`src/rtl/gg_pkg.sv`:
```
// rtl/gg_pkg.sv - shared types, register indices and letter map for the Game Genie loader
package gg_pkg;

    typedef enum logic [2:0] {
        ST_IDLE,
        ST_COLLECT,
        ST_CHECK,
        ST_WRITE,
        ST_CLEAR
    } gg_state_t;

    localparam logic [1:0] GG_ADDR_LO = 2'd0;
    localparam logic [1:0] GG_ADDR_HI = 2'd1;
    localparam logic [1:0] GG_CMP     = 2'd2;
    localparam logic [1:0] GG_VAL     = 2'd3;

    // Returns {valid, nibble}; lower-case letters are folded to upper case first.
    function automatic logic [4:0] gg_char_nibble(input logic [7:0] c);
        logic [7:0] u;
        logic [4:0] r;
        u = (c >= 8'h61 && c <= 8'h7a) ? (c - 8'h20) : c;
        case (u)
            8'h41: r = 5'h10; // A
            8'h50: r = 5'h11; // P
            8'h5a: r = 5'h12; // Z
            8'h4c: r = 5'h13; // L
            8'h47: r = 5'h14; // G
            8'h49: r = 5'h15; // I
            8'h54: r = 5'h16; // T
            8'h59: r = 5'h17; // Y
            8'h45: r = 5'h18; // E
            8'h4f: r = 5'h19; // O
            8'h58: r = 5'h1a; // X
            8'h55: r = 5'h1b; // U
            8'h4b: r = 5'h1c; // K
            8'h53: r = 5'h1d; // S
            8'h56: r = 5'h1e; // V
            8'h4e: r = 5'h1f; // N
            default: r = 5'h00;
        endcase
        return r;
    endfunction

endpackage

```
`src/rtl/gg_code_loader_lut.sv`:
```
// rtl/gg_code_loader_lut.sv - combinational ASCII letter to nibble lookup
import gg_pkg::*;

module gg_letter_lut (
    input  logic [7:0] in_char,
    output logic       valid,
    output logic [3:0] nibble
);

    // Pure decode of the incoming character.
    always_comb begin
        {valid, nibble} = gg_char_nibble(in_char);
    end

endmodule

```
`src/rtl/gg_code_loader.sv`:
```
// rtl/gg_code_loader.sv - decodes Game Genie letter streams into cheat-slot register writes
import gg_pkg::*;

module gg_code_loader #(
    parameter int CHEAT_NUM = 16
) (
    input  logic       clk,
    input  logic       rst,
    input  logic       in_valid,
    output logic       in_ready,
    input  logic [7:0] in_char,
    input  logic       in_last,
    input  logic [5:0] in_slot,
    input  logic       clr_all,
    output logic       wr_we,
    output logic [7:0] wr_addr,
    output logic [7:0] wr_data,
    output logic       busy,
    output logic       done,
    output logic       err
);

    localparam logic [6:0] NUM7 = 7'(CHEAT_NUM);

    gg_state_t  state;
    logic [3:0] nib [8];
    logic [3:0] cnt;
    logic [5:0] slot;
    logic       bad_q, len_q, reject_q;
    logic [15:0] a_q;
    logic [7:0] c_q, v_q;
    logic [6:0] idx;

    logic       lut_valid;
    logic [3:0] lut_nib;
    logic       accept, first, bad_next, len_next, reject_next;
    logic [3:0] cnt_next;
    logic [15:0] a_dec;
    logic [7:0] c_dec, v_dec;
    logic [3:0] nl;

    gg_letter_lut u_lut (
        .in_char (in_char),
        .valid   (lut_valid),
        .nibble  (lut_nib)
    );

    // clr_all takes priority in IDLE, so the letter must not be handshaken that cycle.
    always_comb begin
        in_ready = !rst && (state == ST_COLLECT || (state == ST_IDLE && !clr_all));
    end

    // Flag and count updates for the letter being accepted, including the one marked last.
    always_comb begin
        accept      = in_valid && in_ready;
        first       = (state == ST_IDLE);
        bad_next    = (first ? 1'b0 : bad_q) | ~lut_valid |
                      (first && ({1'b0, in_slot} >= NUM7));
        len_next    = (first ? 1'b0 : len_q) | (!first && cnt == 4'd8);
        cnt_next    = first ? 4'd1 : ((cnt == 4'd8) ? 4'd8 : cnt + 4'd1);
        reject_next = bad_next | len_next | !(cnt_next == 4'd6 || cnt_next == 4'd8);
    end

    // Address / compare / value scramble from the stored letters.
    always_comb begin
        nl    = (cnt == 4'd8) ? nib[7] : nib[5];
        a_dec = 16'h8000
              | (16'(nib[3] & 4'h7) << 12) | (16'(nib[5] & 4'h7) << 8)
              | (16'(nib[4] & 4'h8) << 8)  | (16'(nib[2] & 4'h7) << 4)
              | (16'(nib[1] & 4'h8) << 4)  | 16'(nib[4] & 4'h7)
              | 16'(nib[3] & 4'h8);
        v_dec = (8'(nib[1] & 4'h7) << 4) | (8'(nib[0] & 4'h8) << 4)
              | 8'(nib[0] & 4'h7) | 8'(nl & 4'h8);
        c_dec = (cnt == 4'd8) ?
                ((8'(nib[7] & 4'h7) << 4) | (8'(nib[6] & 4'h8) << 4)
                | 8'(nib[6] & 4'h7) | 8'(nib[5] & 4'h8)) : v_dec;
    end

    // Main control FSM; the slot is disabled first and re-enabled last so it never runs half-written.
    always_ff @(posedge clk) begin
        if (rst) begin
            state    <= ST_IDLE;
            cnt      <= '0;
            slot     <= '0;
            bad_q    <= 1'b0;
            len_q    <= 1'b0;
            reject_q <= 1'b0;
            a_q      <= '0;
            c_q      <= '0;
            v_q      <= '0;
            idx      <= '0;
            wr_we    <= 1'b0;
            wr_addr  <= '0;
            wr_data  <= '0;
            busy     <= 1'b0;
            done     <= 1'b0;
            err      <= 1'b0;
            for (int i = 0; i < 8; i++) nib[i] <= '0;
        end else begin
            wr_we <= 1'b0;
            done  <= 1'b0;
            err   <= 1'b0;
            case (state)
                ST_IDLE, ST_COLLECT: begin
                    if (state == ST_IDLE && clr_all) begin
                        wr_we   <= 1'b1;
                        wr_addr <= {6'd0, GG_ADDR_HI};
                        wr_data <= 8'h00;
                        idx     <= 7'd1;
                        busy    <= 1'b1;
                        state   <= ST_CLEAR;
                    end else if (accept) begin
                        if (first) begin
                            slot   <= in_slot;
                            nib[0] <= lut_nib;
                        end else if (cnt < 4'd8) begin
                            nib[cnt[2:0]] <= lut_nib;
                        end
                        cnt   <= cnt_next;
                        bad_q <= bad_next;
                        len_q <= len_next;
                        if (in_last) begin
                            err      <= reject_next;
                            reject_q <= reject_next;
                            busy     <= 1'b1;
                            state    <= ST_CHECK;
                        end else begin
                            state <= ST_COLLECT;
                        end
                    end else if (state == ST_IDLE) begin
                        cnt   <= '0;
                        bad_q <= 1'b0;
                        len_q <= 1'b0;
                        for (int i = 0; i < 8; i++) nib[i] <= '0;
                    end
                end
                ST_CHECK: begin
                    if (reject_q) begin
                        busy  <= 1'b0;
                        state <= ST_IDLE;
                    end else begin
                        a_q     <= a_dec;
                        c_q     <= c_dec;
                        v_q     <= v_dec;
                        wr_we   <= 1'b1;
                        wr_addr <= {slot, GG_ADDR_HI};
                        wr_data <= 8'h00;
                        idx     <= 7'd1;
                        state   <= ST_WRITE;
                    end
                end
                ST_WRITE: begin
                    idx <= idx + 7'd1;
                    case (idx[2:0])
                        3'd1: begin wr_we <= 1'b1; wr_addr <= {slot, GG_ADDR_LO}; wr_data <= a_q[7:0]; end
                        3'd2: begin wr_we <= 1'b1; wr_addr <= {slot, GG_CMP};     wr_data <= c_q;      end
                        3'd3: begin wr_we <= 1'b1; wr_addr <= {slot, GG_VAL};     wr_data <= v_q;      end
                        3'd4: begin wr_we <= 1'b1; wr_addr <= {slot, GG_ADDR_HI}; wr_data <= a_q[15:8]; end
                        default: begin
                            done  <= 1'b1;
                            busy  <= 1'b0;
                            state <= ST_IDLE;
                        end
                    endcase
                end
                ST_CLEAR: begin
                    if (idx == NUM7) begin
                        done  <= 1'b1;
                        busy  <= 1'b0;
                        state <= ST_IDLE;
                    end else begin
                        wr_we   <= 1'b1;
                        wr_addr <= {idx[5:0], GG_ADDR_HI};
                        wr_data <= 8'h00;
                        idx     <= idx + 7'd1;
                    end
                end
                default: state <= ST_IDLE;
            endcase
        end
    end

endmodule
```
`config.mk`:
```
export PLATFORM = sky130hd
export DESIGN_NAME = gg_code_loader
export DESIGN_NICKNAME = d
export VERILOG_FILES = /design/src/rtl/gg_pkg.sv /design/src/rtl/gg_code_loader_lut.sv /design/src/rtl/gg_code_loader.sv
export SDC_FILE = /design/constraint.sdc
export NUM_CORES = 1
export LEC_CHECK = 0
export ABC_AREA = 1
export BUFFER_PORTS_ARGS = -buffer_cell sky130_fd_sc_hd__buf_2
export CAP_MARGIN = 30
export CORE_ASPECT_RATIO = 2
export CORE_UTILIZATION = 30
export CTS_BUF_LIST = sky130_fd_sc_hd__clkbuf_8
export DETAILED_ROUTE_END_ITERATION = 6
export GPL_TIMING_DRIVEN = 0
export SLEW_MARGIN = 40
export SYNTH_ARGS = -nofsm -noshare
export SYNTH_HDL_FRONTEND = slang
export SYNTH_SLANG_ARGS = --single-unit
```
`constraint.sdc`:
```
create_clock -name clk -period 5.52 [get_ports clk]
set_clock_uncertainty 0.05 [all_clocks]
set_input_delay 0.276 -clock clk [delete_from_list [all_inputs] [get_ports clk]]
set_output_delay 0.276 -clock clk [all_outputs]
set_load 0.1 [all_outputs]
```
==> summary.log, run 1 <==
INFO  cts            number_of_cts_inserted_buffers=9
INFO  logic_synthesis number_of_enable_type_register_cells_in_the_synthesized_netlist=31
INFO  logic_synthesis ys_dominant_reg_cell=dfxtp_1
INFO  pwr            power.switching=1100uW
INFO  global_route   grt_busiest_layer=met2
INFO  cts            cts.repair_timing.setup_buffer_count=0
INFO  detailed_routing remaining_antenna_violation_count=0
INFO  placement      dp.final_hpwl=10200um
INFO  timing         tightest_slew=0.845ns
INFO  finish         num-fill-cells=1733
INFO  cts            worst_skew_pair.late_latency=0.38ns
INFO  cts            cts_max_level=3
INFO  logic_synthesis yosysTopAreaCell=dfxtp_1
INFO  cts            cts_root_buffer=clkbuf_8
INFO  detailed_routing route.vias.total=4202
INFO  pwr            combinationalPowerShare=36.5%
INFO  worst_setup_path worstSetupStartpointType=flop
INFO  timing         timing.max_slew.rel_slack=43.3%
INFO  timing         finalHoldViolations=0
INFO  cts            clk_pin_slew=0.11ns
INFO  die            core_area=16300um2
INFO  global_route   number_of_antenna_violations_at_the_first_check_in_global_routing=0
INFO  finish         finalNetCount=707
INFO  logic_synthesis ys_seq_area_share=48.5%
INFO  logic_synthesis async_reset_ff_share=0%
INFO  placement      placement.cell_area=5460um2
INFO  timing         timing.final.max_slew_violations=0
INFO  min_path       classification_of_the_worst_slack_hold_path=input pin to flop
INFO  pwr            leakage=0.00227uW
INFO  worst_setup_path critical_path_class=flop to flop
INFO  logic_synthesis synth-seq-cells=106
INFO  status         run_status=finished, final reports clean
INFO  job            drv_cap=0
INFO  detailed_routing via_to_cell_ratio=4.73
INFO  logic_synthesis synth.top_cell.area_share=30.0%
INFO  placement      final_estimated_routing_congestion_in_global_placement=0.861
INFO  global_route   overall_track_demand_over_capacity_in_global_routing=15.5%
INFO  worst_setup_path critical_path_peak_fanout=10
INFO  logic_synthesis ys_warn_count=0
INFO  die            std_cell_rows=66
INFO  global_route   grt_util_met3=1.31%
INFO  global_route   via_count_of_the_first_global_routing_pass=4158
INFO  global_route   first_pass_grt_wire_length=20100um
INFO  logic_synthesis ys_types=43
INFO  timing         peak_clock_frequency_supported_by_timing=0.393GHz
INFO  detailed_routing drt-wirelength-per-cell=14.3um
INFO  global_route   pin_count_of_the_biggest_net_entering_global_routing=20
INFO  die            initial_utilization=30.8%
INFO  logic_synthesis post_synth.cell_area_avg=7.94um2
INFO  pwr            part_of_the_total_power_dissipated_in_sequential_elements=43.2%
INFO  pwr            areal_power_density_over_the_cells=446nW/um2
INFO  placement      placed_cells_incl_taps=873
INFO  logic_synthesis synth.area.top_cells=dfxtp_1 30%, edfxtp_1 19%, nor2_1 7.4%, nand2_1 7.0%, a21oi_1 5.5%
INFO  die            chipWidth=93.4um
INFO  timing         grt_setup_unrepaired=false
INFO  global_route   overflow=0
INFO  cts            cts.hold.buffers_added=0
INFO  pwr            peakVddDrop=0.000148V
INFO  pwr            totalPowerFinal=2530uW
INFO  logic_synthesis synth.cell_area=5010um2
INFO  logic_synthesis synthesis.instances=631
INFO  placement      count_of_input_and_output_buffers=38
INFO  finish         share_of_final_layout_standard_cells_stronger_than_drive_strength_1=16.9%
INFO  pwr            power.internal=1430uW
INFO  die            die-height=185um
INFO  pwr            power.switching_fraction=43.6%
INFO  die            fp.dieArea=17300um2
INFO  cts            clock_sink_count=106
INFO  die            ioPinCount=40
INFO  global_route   globalRouteMet2Util=33.0%
INFO  finish         area_delta_synth_final=13.1%
INFO  detailed_routing drtIter0Drc=156
INFO  global_route   global_route_met1_usage=12.5%
INFO  timing         min_period_over_period=46.1%
INFO  detailed_routing drc_errors=0
INFO  cts            tritoncts_clock_tree=done
INFO  worst_setup_path crit_arrival=2.76ns
INFO  worst_setup_path worst_setup_path_end_kind=flop
INFO  detailed_routing drt_wl_total=12700um
INFO  timing         minimum_clock_period=2.54ns
INFO  worst_setup_path timing.critical_path.required=5.74ns
INFO  finish         layoutNonFillerInstCount=889
INFO  finish         post-route-cell-area=5670um2
INFO  timing         setup-violations-final=0
INFO  cts            post_cts_resize_count=0
INFO  timing         fin_tns_setup=0ns
INFO  finish         antenna-diode-count=0
INFO  detailed_routing drt_pre_antenna_iters=4
INFO  cts            clock_tree.buffer_depth=2
INFO  pwr            power_frac_clock=20.3%
INFO  logic_synthesis net_count_of_the_mapped_netlist=658
[power by group through the flow]
stage / clock network, uW / registers, uW / logic [uW]
global route: 538 / 1110 / 1010
global placement: 0 / 1110 / 921
finish: 513 / 1090 / 923
detailed placement: 0 / 1110 / 927
CTS: 521 / 1090 / 929
floorplan: 0 / 1300 / 497
[routing by layer]
layer  wire length (um)  vias to the layer above
met5                  0                        -
met1               4280                     1934
met3                243                       32
met2               7500                       69
met4                667                        0
li1                   -                     2167
[cell families after synthesis]
family,Yosys count,share of synthesized area [%]
flip-flops,106,48.5
buffers and inverters,102,7.79
adder cells (fa/ha/maj),8,2.00
AND/OR/NAND/NOR,266,24.9
XOR/XNOR,1,0.175
AO/OA/AOI/OAI,148,16.6
[critical path, stage by stage (launching register included)]
cell and delay [ns]:
dfxtp_1 0.45, inv_1 0.14, ha_1 0.26, nand2_2 0.16
inv_2 0.09, nor2_1 0.18, nand2_2 0.18, a21oi_2 0.20
inv_1 0.07, nor2_2 0.15, nor2_4 0.09, buf_2 0.21
o21ai_1 0.14, a21oi_1 0.05
[synthesized netlist by cell type, types with 4 or more instances]
cell,count
nor3_1,8
o211ai_1,8
a22oi_1,6
nor3_2,4
inv_2,14
nand2_2,14
nor2_1,99
dfxtp_1,75
nand3_1,24
edfxtp_1,31
nor2_2,7
inv_1,69
clkbuf_1,11
o21ai_0,51
o21ai_1,10
ha_1,8
nor2_4,5
o22ai_1,4
nand2_1,93
a21oi_1,55
[state kept, by name, indices dropped and copies added (netlist names), 3 cells and up]
name	cells
v_q	8
slot	6
wr_addr	8
idx	7
a_q	16
nib	31
wr_data	8
cnt	4
state	3
c_q	8
[cell usage in the layout, fill, tap and decap left out, types with 7 or more instances in the layout]
| master | Yosys | routed |
|---|---|---|
| o211ai_1 | 8 | 8 |
| nand2_1 | 93 | 93 |
| dfxtp_1 | 75 | 75 |
| inv_1 | 69 | 69 |
| nor2_1 | 99 | 99 |
| edfxtp_1 | 31 | 31 |
| o21ai_1 | 10 | 10 |
| a21oi_1 | 55 | 55 |
| nand3_1 | 24 | 24 |
| o21ai_0 | 51 | 51 |
| buf_2 | 3 | 41 |
| clkbuf_1 | 11 | 11 |
| nor3_1 | 8 | 8 |
| clkbuf_8 | 0 | 9 |
| nand2_2 | 14 | 14 |
| inv_2 | 14 | 14 |
| ha_1 | 8 | 8 |
| nor2_2 | 7 | 7 |
[worst paths after layout]
| check | start | endpoint | slack, ns | cells after the start |
|---|---|---|---|---|
| setup / recovery | idx[0]$_SDFFE_PP0P_ | wr_addr[0]$_SDFFE_PP0P_ | 2.98 | 13 |
| hold / removal | in_slot[3] | slot[3]$_SDFFE_PP0P_ | 0.05 | 3 |
| setup reg to reg | idx[0]$_SDFFE_PP0P_ | wr_addr[0]$_SDFFE_PP0P_ | 2.98 | 13 |
| hold reg to reg | v_q[1]$_SDFFE_PP0P_ | v_q[1]$_SDFFE_PP0P_ | 0.41 | 2 |
[stage by stage]
step | hold slack (ns) | utilization, % | setup WS (ns)
6_report | 0.0526 | 34.8 | 2.98
2_1_floorplan | 0.361 | - | 3.11
3_5_place_dp | 0.391 | 33.5 | 2.97
4_1_cts | 0.0466 | 34.8 | 2.96
5_1_grt | 0.0563 | 34.8 | 2.75
3_3_place_gp | 0.386 | 33.5 | 2.97
[layout make-up]
type                            instances  area [um2]  share of cell area [%]
Sequential cell                       106        2430                    42.9
Multi-Input combinational cell        423        2190                    38.6
Inverter                               86         323                    5.70
Tap cell                              204         255                    4.50
Timing Repair Buffer                   38         190                    3.36
Clock buffer                            9         124                    2.19
Clock inverter                          7        86.3                    1.52
Buffer                                 16        67.6                    1.19
No activity file was read; power rests on OpenSTA's default activity.
==> inputs of run 2 (changes only) <==
- ABC_AREA: 1 -> 0
- clock period: 5.52 -> 2.4 ns (I/O delays scaled with it)
==> run 2 against run 1 <==
Compared with the run above:
- cell count down 7.3%
- first-iteration DRC count up 11%
- utilization is 0.39 points higher
- sequential power increased by 94%
- synthesized cell count fell by 11%
- sequential share of layout area down 0.65 points
- register-to-register slack got worse by 2.8 ns
- via count up 0.88%
- synthesized area rose by 0.55%
- critical endpoint is now nib[1][0]$_SDFFCE_PN0P_
- largest cell class unchanged
==> summary.log, run 2 <==
INFO  worst_setup_path worst_setup_path_end_kind=flop
INFO  die            fp.dieArea=17400um2 [+0.54%]
INFO  timing         fin_tns_setup=0ns [unchanged]
INFO  worst_setup_path critical_path_peak_fanout=6 [-4]
INFO  logic_synthesis ys_types=69 [+60%]
INFO  logic_synthesis ys_dominant_reg_cell=dfxtp_1
INFO  pwr            peakVddDrop=0.000375V [+150%]
INFO  detailed_routing drt_wl_total=13200um [+4.0%]
INFO  worst_setup_path critical_path_class=flop to flop
INFO  detailed_routing drt-wirelength-per-cell=16.0um [+12%]
INFO  min_path       classification_of_the_worst_slack_hold_path=input pin to flop
INFO  finish         number_of_flip_flops_under_the_largest_register_name=31 [unchanged]
INFO  worst_setup_path timing.critical_path.slowest_cell_delay=0.43ns [-0.02 ns]
INFO  cts            number_of_cts_inserted_buffers=9 [unchanged]
INFO  finish         mostFrequentLayoutCell=nand2_1
INFO  timing         finalWorstSetupSlack=0.173ns [-2.81 ns]
INFO  global_route   pin_count_of_the_biggest_net_entering_global_routing=19 [-5.0%]
INFO  finish         antenna-diode-count=0 [unchanged]
INFO  global_route   first_pass_grt_wire_length=21300um [+6.0%]
INFO  cts            cts_root_buffer=clkbuf_8
INFO  finish         finalNetCount=642 [-9.2%]
INFO  die            core_area=16400um2 [+0.51%]
INFO  logic_synthesis synth.cell_area=5040um2 [+0.55%]
INFO  timing         finalHoldViolations=0 [unchanged]
INFO  die            die-height=185um [+0.27%]
INFO  timing         timing.max_slew.rel_slack=50.7% [+7.3 points]
INFO  die            ioPinCount=40 [unchanged]
INFO  placement      final_estimated_routing_congestion_in_global_placement=0.849 [-1.4%]
INFO  detailed_routing drc_errors=0 [unchanged]
INFO  worst_setup_path critical_path_launch_point=state[2]$_SDFFE_PP0P_
INFO  placement      dp_worst_setup_slack=-0.238ns [-3.21 ns]
INFO  worst_setup_path rrSetupSlack=0.17ns [-2.81 ns]
INFO  logic_synthesis net_count_of_the_mapped_netlist=587 [-11%]
INFO  finish         top_library_cells_by_usage_in_the_layout_fill_and_taps_aside=89 x nand2_1, 86 x nor2_1, 73 x dfxtp_1
INFO  finish         register_with_the_most_flip_flops=nib
INFO  cts            tritoncts_clock_tree=done
INFO  logic_synthesis synth.top_cell.area_share=29.8% [-0.16 points]
INFO  cts            clk_pin_slew=0.10ns [about the same]
INFO  finish         largest_registers=nib (31), a_q (16)
INFO  pwr            areal_power_density_over_the_cells=755nW/um2 [+69%]
INFO  timing         tightest_slew=0.735ns [-0.110 ns]
INFO  worst_setup_path regToRegEndpoint=nib[1][0]$_SDFFCE_PN0P_
INFO  global_route   number_of_antenna_violations_at_the_first_check_in_global_routing=0 [unchanged]
INFO  cts            cts.repair_timing.setup_buffer_count=0 [unchanged]
INFO  timing         grt_setup_unrepaired=false
INFO  timing         setup-violations-final=0 [unchanged]
INFO  cts            clock_sink_count=106 [unchanged]
INFO  job            drv_cap=0 [unchanged]
INFO  timing         min_period_over_period=92.8% [+47 points]
INFO  cts            clock_tree.buffer_depth=2 [unchanged]
INFO  worst_setup_path rr_worst_depth=5 [-8]
INFO  logic_synthesis post_synth.cell_area_avg=9.00um2 [+13%]
INFO  logic_synthesis synthMostInstantiatedCell=nand2_1
INFO  timing         minimum_clock_period=2.23ns [-0.315 ns]
INFO  worst_setup_path crit_arrival=2.26ns [-0.50 ns]
INFO  pwr            leakage=0.00207uW [-8.8%]
INFO  worst_setup_path timing.critical_path.required=2.43ns [-3.31 ns]
INFO  cts            worst_skew_pair.late_latency=0.38ns [about the same]
INFO  placement      dp.final_hpwl=10400um [+1.4%]
INFO  global_route   overflow=0 [unchanged]
INFO  timing         peak_clock_frequency_supported_by_timing=0.449GHz [+14%]
INFO  logic_synthesis synth-seq-cells=106 [unchanged]
INFO  min_path       hold_path_depth=3 [unchanged]
INFO  logic_synthesis synth.area.top_cells=dfxtp_1 30%, edfxtp_1 18%, nand2_1 6.6%, nor2_1 6.4%, a21oi_1 3.4%
INFO  min_path       min_to=reject_q$_SDFFE_PP0P_
INFO  detailed_routing drtIter0Drc=173 [+11%]
INFO  logic_synthesis synthesis.instances=560 [-11%]
INFO  finish         area_delta_synth_final=14.3%
INFO  logic_synthesis netlist_top_cells_count=89 x nand2_1, 86 x nor2_1, 75 x dfxtp_1
INFO  die            initial_utilization=30.8% [about the same]
INFO  detailed_routing remaining_antenna_violation_count=0 [unchanged]
INFO  logic_synthesis yosysTopAreaCell=dfxtp_1
INFO  cts            cts_max_level=3 [unchanged]
INFO  global_route   overall_track_demand_over_capacity_in_global_routing=16.1% [+0.67 points]
INFO  worst_setup_path cp_cell_sequence=nor4b_2 -> nand3b_1 -> nor2_1 -> nand3_1 -> nand2_1
INFO  detailed_routing route.vias.total=4239 [+0.88%]
INFO  logic_synthesis ys_seq_area_share=48.3% [-0.27 points]
INFO  finish         num-fill-cells=1690 [-2.5%]
INFO  status         run_status=finished, final reports clean
INFO  logic_synthesis async_reset_ff_share=0% [unchanged]
INFO  detailed_routing drt_pre_antenna_iters=5 [+1]
INFO  worst_setup_path worstSetupStartpointType=flop
INFO  logic_synthesis ys_warn_count=0 [unchanged]
INFO  worst_setup_path worstReg2RegStart=state[2]$_SDFFE_PP0P_
INFO  logic_synthesis number_of_enable_type_register_cells_in_the_synthesized_netlist=31 [unchanged]
INFO  pwr            totalPowerFinal=4350uW [+72%]
INFO  die            chipWidth=93.7um [+0.27%]
INFO  timing         timing.final.max_slew_violations=0 [unchanged]
INFO  finish         share_of_final_layout_standard_cells_stronger_than_drive_strength_1=13.9% [-3.1 points]
INFO  min_path       hold_start=in_last
INFO  global_route   via_count_of_the_first_global_routing_pass=4295 [+3.3%]
INFO  worst_setup_path crit_path_top_delay_cell=nor4b_2
INFO  die            std_cell_rows=66 [unchanged]
INFO  placement      count_of_input_and_output_buffers=38 [unchanged]
INFO  detailed_routing via_to_cell_ratio=5.14 [+8.8%]
[run 2: per-stage QoR]
| stage | hold slack, ns | cells | util, % | area, um2 |
|---|---|---|---|---|
| after global routing | 0.0280 | 824 | 35.2 | 5760 |
| after global placement | 0.301 | 802 | 33.5 | 5490 |
| after detailed placement | 0.316 | 802 | 33.6 | 5490 |
| after floorplan | 0.214 | 560 | - | 5040 |
| after CTS | 0.0255 | 824 | 35.2 | 5750 |
| final | 0.0422 | 824 | 35.2 | 5760 |
[run 2: timing repair]
item,in CTS,in global routing
resized for setup,2,4
endpoints found under the hold margin,6,0
endpoints found under the setup margin,16,22
hold buffers,6,0
[run 2: final cells by class]
class,instances,area (um2),share of cell area [%]
Tap cell,204,255,4.43
Inverter,13,48.8,0.847
Multi-Input combinational cell,402,2400,41.7
Timing Repair Buffer,44,250,4.34
Clock inverter,6,48.8,0.847
Clock buffer,10,138,2.39
Buffer,39,183,3.17
Sequential cell,106,2430,42.3
[run 2: worst max path at each step]
stage	to	slack (ns)
floorplan	in_ready	0.25
global placement	wr_data[3]$_SDFFE_PP0P_	-0.03
detailed placement	wr_data[5]$_SDFFE_PP0P_	-0.24
CTS	wr_data[5]$_SDFFE_PP0P_	0.03
global route	nib[1][0]$_SDFFCE_PN0P_	0.002
finish	nib[1][0]$_SDFFCE_PN0P_	0.17
[run 2: layer usage]
| metal | GRT usage [%] | part of all wire, % | wire length [um] | vias to the layer above |
|---|---|---|---|---|
| met5 | 0 | 0 | 0 | - |
| met4 | 9.72 | 4.2 | 548 | 0 |
| met3 | 2.34 | 3.2 | 416 | 31 |
| met2 | 31.9 | 57 | 7550 | 108 |
| met1 | 15.0 | 35 | 4680 | 1998 |
| li1 | - | - | - | 2102 |
[run 2: logic make-up after synthesis]
family	count (synthesis)	share of synthesized area, %
AOI/OAI and AO/OA	127	19.1
muxes	12	2.41
and+or+nand+nor	247	22.2
DFF	106	48.3
buffers and inverters	52	4.59
adders and majority gates	9	2.18
xor gates and xnor gates	7	1.22
[run 2: power by group]
| part | switching, uW | internal [uW] | leakage [uW] |
|---|---|---|---|
| clock network | 645 | 416 | 0.0000934 |
| registers | 92.9 | 2020 | 0.000937 |
| logic | 849 | 330 | 0.00104 |
[run 2: worst max-delay path, delay by kind of cell, from the launching register on]
kind          cells  cell delay, ns
simple gates      5            1.50
flops             1            0.37
==> inputs of run 3 (changes only) <==
- PLACE_DENSITY: not set -> 0.48
==> run 3 against run 2 <==
Compared with the run above:
- clock power increased by 10%
- critical path depth unchanged
- via count decreased by 1.5%
- flip-flop and latch count unchanged
- highest routed layer unchanged
==> summary.log, run 3 (synthesis results as in run 2) <==
INFO  finish         largest_registers=nib (31), a_q (16)
INFO  worst_setup_path crit_arrival=2.26ns [about the same]
INFO  pwr            combinationalPowerShare=26.5% [-0.6 points]
INFO  timing         timing.max_slew.rel_slack=48.2% [-2.5 points]
INFO  cts            cts_max_level=3 [unchanged]
INFO  die            chipWidth=93.7um [unchanged]
INFO  worst_setup_path critical_path_peak_fanout=6 [unchanged]
INFO  detailed_routing drt_wl_total=13700um [+4.0%]
INFO  worst_setup_path critical_path_launch_point=state[2]$_SDFFE_PP0P_
INFO  die            std_cell_rows=66 [unchanged]
INFO  finish         area_delta_synth_final=14.9%
INFO  worst_setup_path worstReg2RegStart=state[2]$_SDFFE_PP0P_
INFO  cts            number_of_cts_inserted_buffers=9 [unchanged]
INFO  worst_setup_path rrSetupSlack=0.18ns [about the same]
INFO  pwr            power_frac_clock=26.3% [+1.9 points]
INFO  timing         fin_tns_setup=0ns [unchanged]
INFO  timing         finalHoldViolations=0 [unchanged]
INFO  timing         grt_setup_unrepaired=false
INFO  finish         antenna-diode-count=0 [unchanged]
INFO  global_route   via_count_of_the_first_global_routing_pass=4164 [-3.1%]
INFO  timing         worst_hold_slack=0.140ns [+0.0978 ns]
INFO  finish         number_of_flip_flops_under_the_largest_register_name=31 [unchanged]
INFO  worst_setup_path timing.critical_path.required=2.44ns [about the same]
INFO  detailed_routing drtIter0Drc=221 [+28%]
INFO  worst_setup_path worst_setup_path_end_kind=flop
INFO  pwr            power.internal=2850uW [+3.1%]
INFO  global_route   overflow=0 [unchanged]
INFO  placement      dp.final_hpwl=10800um [+4.0%]
INFO  die            fp.dieArea=17400um2 [unchanged]
INFO  pwr            peakVddDrop=0.000301V [-20%]
INFO  pwr            power.switching=1620uW [+1.9%]
INFO  detailed_routing drt-wirelength-per-cell=16.6um [+3.9%]
INFO  global_route   pin_count_of_the_biggest_net_entering_global_routing=20 [+1]
INFO  worst_setup_path worstSetupStartpointType=flop
INFO  die            ioPinCount=40 [unchanged]
INFO  die            die-height=185um [unchanged]
INFO  placement      final_estimated_routing_congestion_in_global_placement=0.818 [-3.7%]
INFO  finish         mostFrequentLayoutCell=nand2_1
INFO  detailed_routing route.vias.total=4177 [-1.5%]
INFO  timing         min_period_over_period=92.6% [-0.24 points]
INFO  global_route   overall_track_demand_over_capacity_in_global_routing=16.7% [+0.59 points]
INFO  finish         register_with_the_most_flip_flops=nib
INFO  cts            cts_root_buffer=clkbuf_8
INFO  cts            clock_sink_count=106 [unchanged]
INFO  detailed_routing drt_pre_antenna_iters=5 [unchanged]
INFO  timing         tightest_slew=0.773ns [+0.0377 ns]
INFO  cts            tritoncts_clock_tree=done
INFO  worst_setup_path setup.worst_path.end=nib[3][3]$_SDFFCE_PN0P_
INFO  finish         top_library_cells_by_usage_in_the_layout_fill_and_taps_aside=89 x nand2_1, 86 x nor2_1, 73 x dfxtp_1
INFO  timing         setup-violations-final=0 [unchanged]
INFO  placement      count_of_input_and_output_buffers=38 [unchanged]
INFO  global_route   first_pass_grt_wire_length=21700um [+1.7%]
INFO  min_path       classification_of_the_worst_slack_hold_path=input pin to flop
INFO  pwr            part_of_the_total_power_dissipated_in_sequential_elements=47.2% [-1.3 points]
INFO  pwr            power.switching_fraction=36.2% [-0.27 points]
INFO  finish         num-fill-cells=1714 [+1.4%]
INFO  worst_setup_path regToRegEndpoint=nib[3][3]$_SDFFCE_PN0P_
INFO  detailed_routing remaining_antenna_violation_count=0 [unchanged]
INFO  finish         share_of_final_layout_standard_cells_stronger_than_drive_strength_1=13.8% [-0.022 points]
INFO  pwr            leakage=0.00209uW [+0.65%]
INFO  timing         peak_clock_frequency_supported_by_timing=0.450GHz [+0.26%]
INFO  die            core_area=16400um2 [unchanged]
INFO  min_path       hold_start=clr_all
INFO  global_route   number_of_antenna_violations_at_the_first_check_in_global_routing=0 [unchanged]
INFO  worst_setup_path rr_worst_depth=5 [unchanged]
INFO  timing         minimum_clock_period=2.22ns [-0.00584 ns]
INFO  job            drv_cap=0 [unchanged]
INFO  timing         timing.final.max_slew_violations=0 [unchanged]
INFO  cts            clock_tree.buffer_depth=2 [unchanged]
INFO  finish         finalNetCount=643 [+0.16%]
INFO  cts            worst_skew_pair.late_latency=0.39ns [about the same]
INFO  detailed_routing drc_errors=0 [unchanged]
INFO  pwr            areal_power_density_over_the_cells=771nW/um2 [+2.1%]
INFO  cts            clk_pin_slew=0.10ns [about the same]
INFO  die            initial_utilization=30.8% [unchanged]
INFO  status         run_status=finished, final reports clean
INFO  worst_setup_path critical_path_class=flop to flop
INFO  detailed_routing via_to_cell_ratio=5.06 [-1.6%]
## run 3: cell count changes in the layout (fill, tap and decap cells not counted), sizes merged
cell	before	now
clkinv	3	1
inv	15	17
bufinv	0	1
clkbuf	35	34
dlygate4sd3	6	7
## run 3: worst min-delay path by stage
stage,cells after the start,end
finish,3,len_q$_SDFFE_PP0P_
global route,3,len_q$_SDFFE_PP0P_
CTS,3,len_q$_SDFFE_PP0P_
detailed placement,3,slot[1]$_SDFFE_PP0P_
global placement,3,slot[3]$_SDFFE_PP0P_
floorplan,2,slot[0]$_SDFFE_PP0P_
## run 3: layout make-up
| cell class | instances | area [um2] | area share (%) |
|---|---|---|---|
| tap | 204 | 255 | 4.41 |
| clock buffer | 9 | 124 | 2.14 |
| inverter | 13 | 48.8 | 0.843 |
| clock inverter | 7 | 81.3 | 1.40 |
| buffer | 39 | 183 | 3.16 |
| sequential | 106 | 2430 | 42.1 |
| timing repair buffer | 45 | 260 | 4.50 |
| multi-input combinational | 402 | 2400 | 41.5 |
## run 3: through the flow
step	utilization (%)	power, uW	cell area, um2	setup slack (ns)	instances
2_1_floorplan	-	3020	5040	0.254	560
3_5_place_dp	33.6	3320	5490	-0.186	802
5_1_grt	35.4	4680	5790	0.0266	825
3_3_place_gp	33.5	3300	5490	-0.0662	802
6_report	35.4	4470	5790	0.179	825
4_1_cts	35.3	4500	5780	0.0504	825
## run 3: worst max-delay path, cell delays in order (launching register included)
cell	delay (ns)
dfxtp_1	0.37
nor4b_2	0.43
nand3b_1	0.17
nor2_1	0.32
nand3_1	0.32
nand2_1	0.27
## run 3: metal layers
layer | track usage (%) | vias up | routed length [um]
met3 | 2.34 | 22 | 379
li1 | - | 2091 | -
met1 | 16.2 | 1989 | 5010
met5 | 0 | - | 0
met4 | 8.62 | 0 | 450
met2 | 33.1 | 75 | 7880
## run 3: timing repair
item                                    in CTS  in global routing
hold endpoints to repair                     7                  0
endpoints found under the setup margin      12                 25
setup buffers                                0                  0
resized for setup                            2                  4
hold buffers                                 7                  0
## run 3: power by group through the flow
stage                     logic (uW)  clock network (uW)  registers [uW]
after global routing            1280                1270            2130
after floorplan                  648                   0            2380
after CTS                       1180                1210            2110
after detailed placement        1170                   0            2150
final                           1180                1170            2110
after global placement          1150                   0            2150
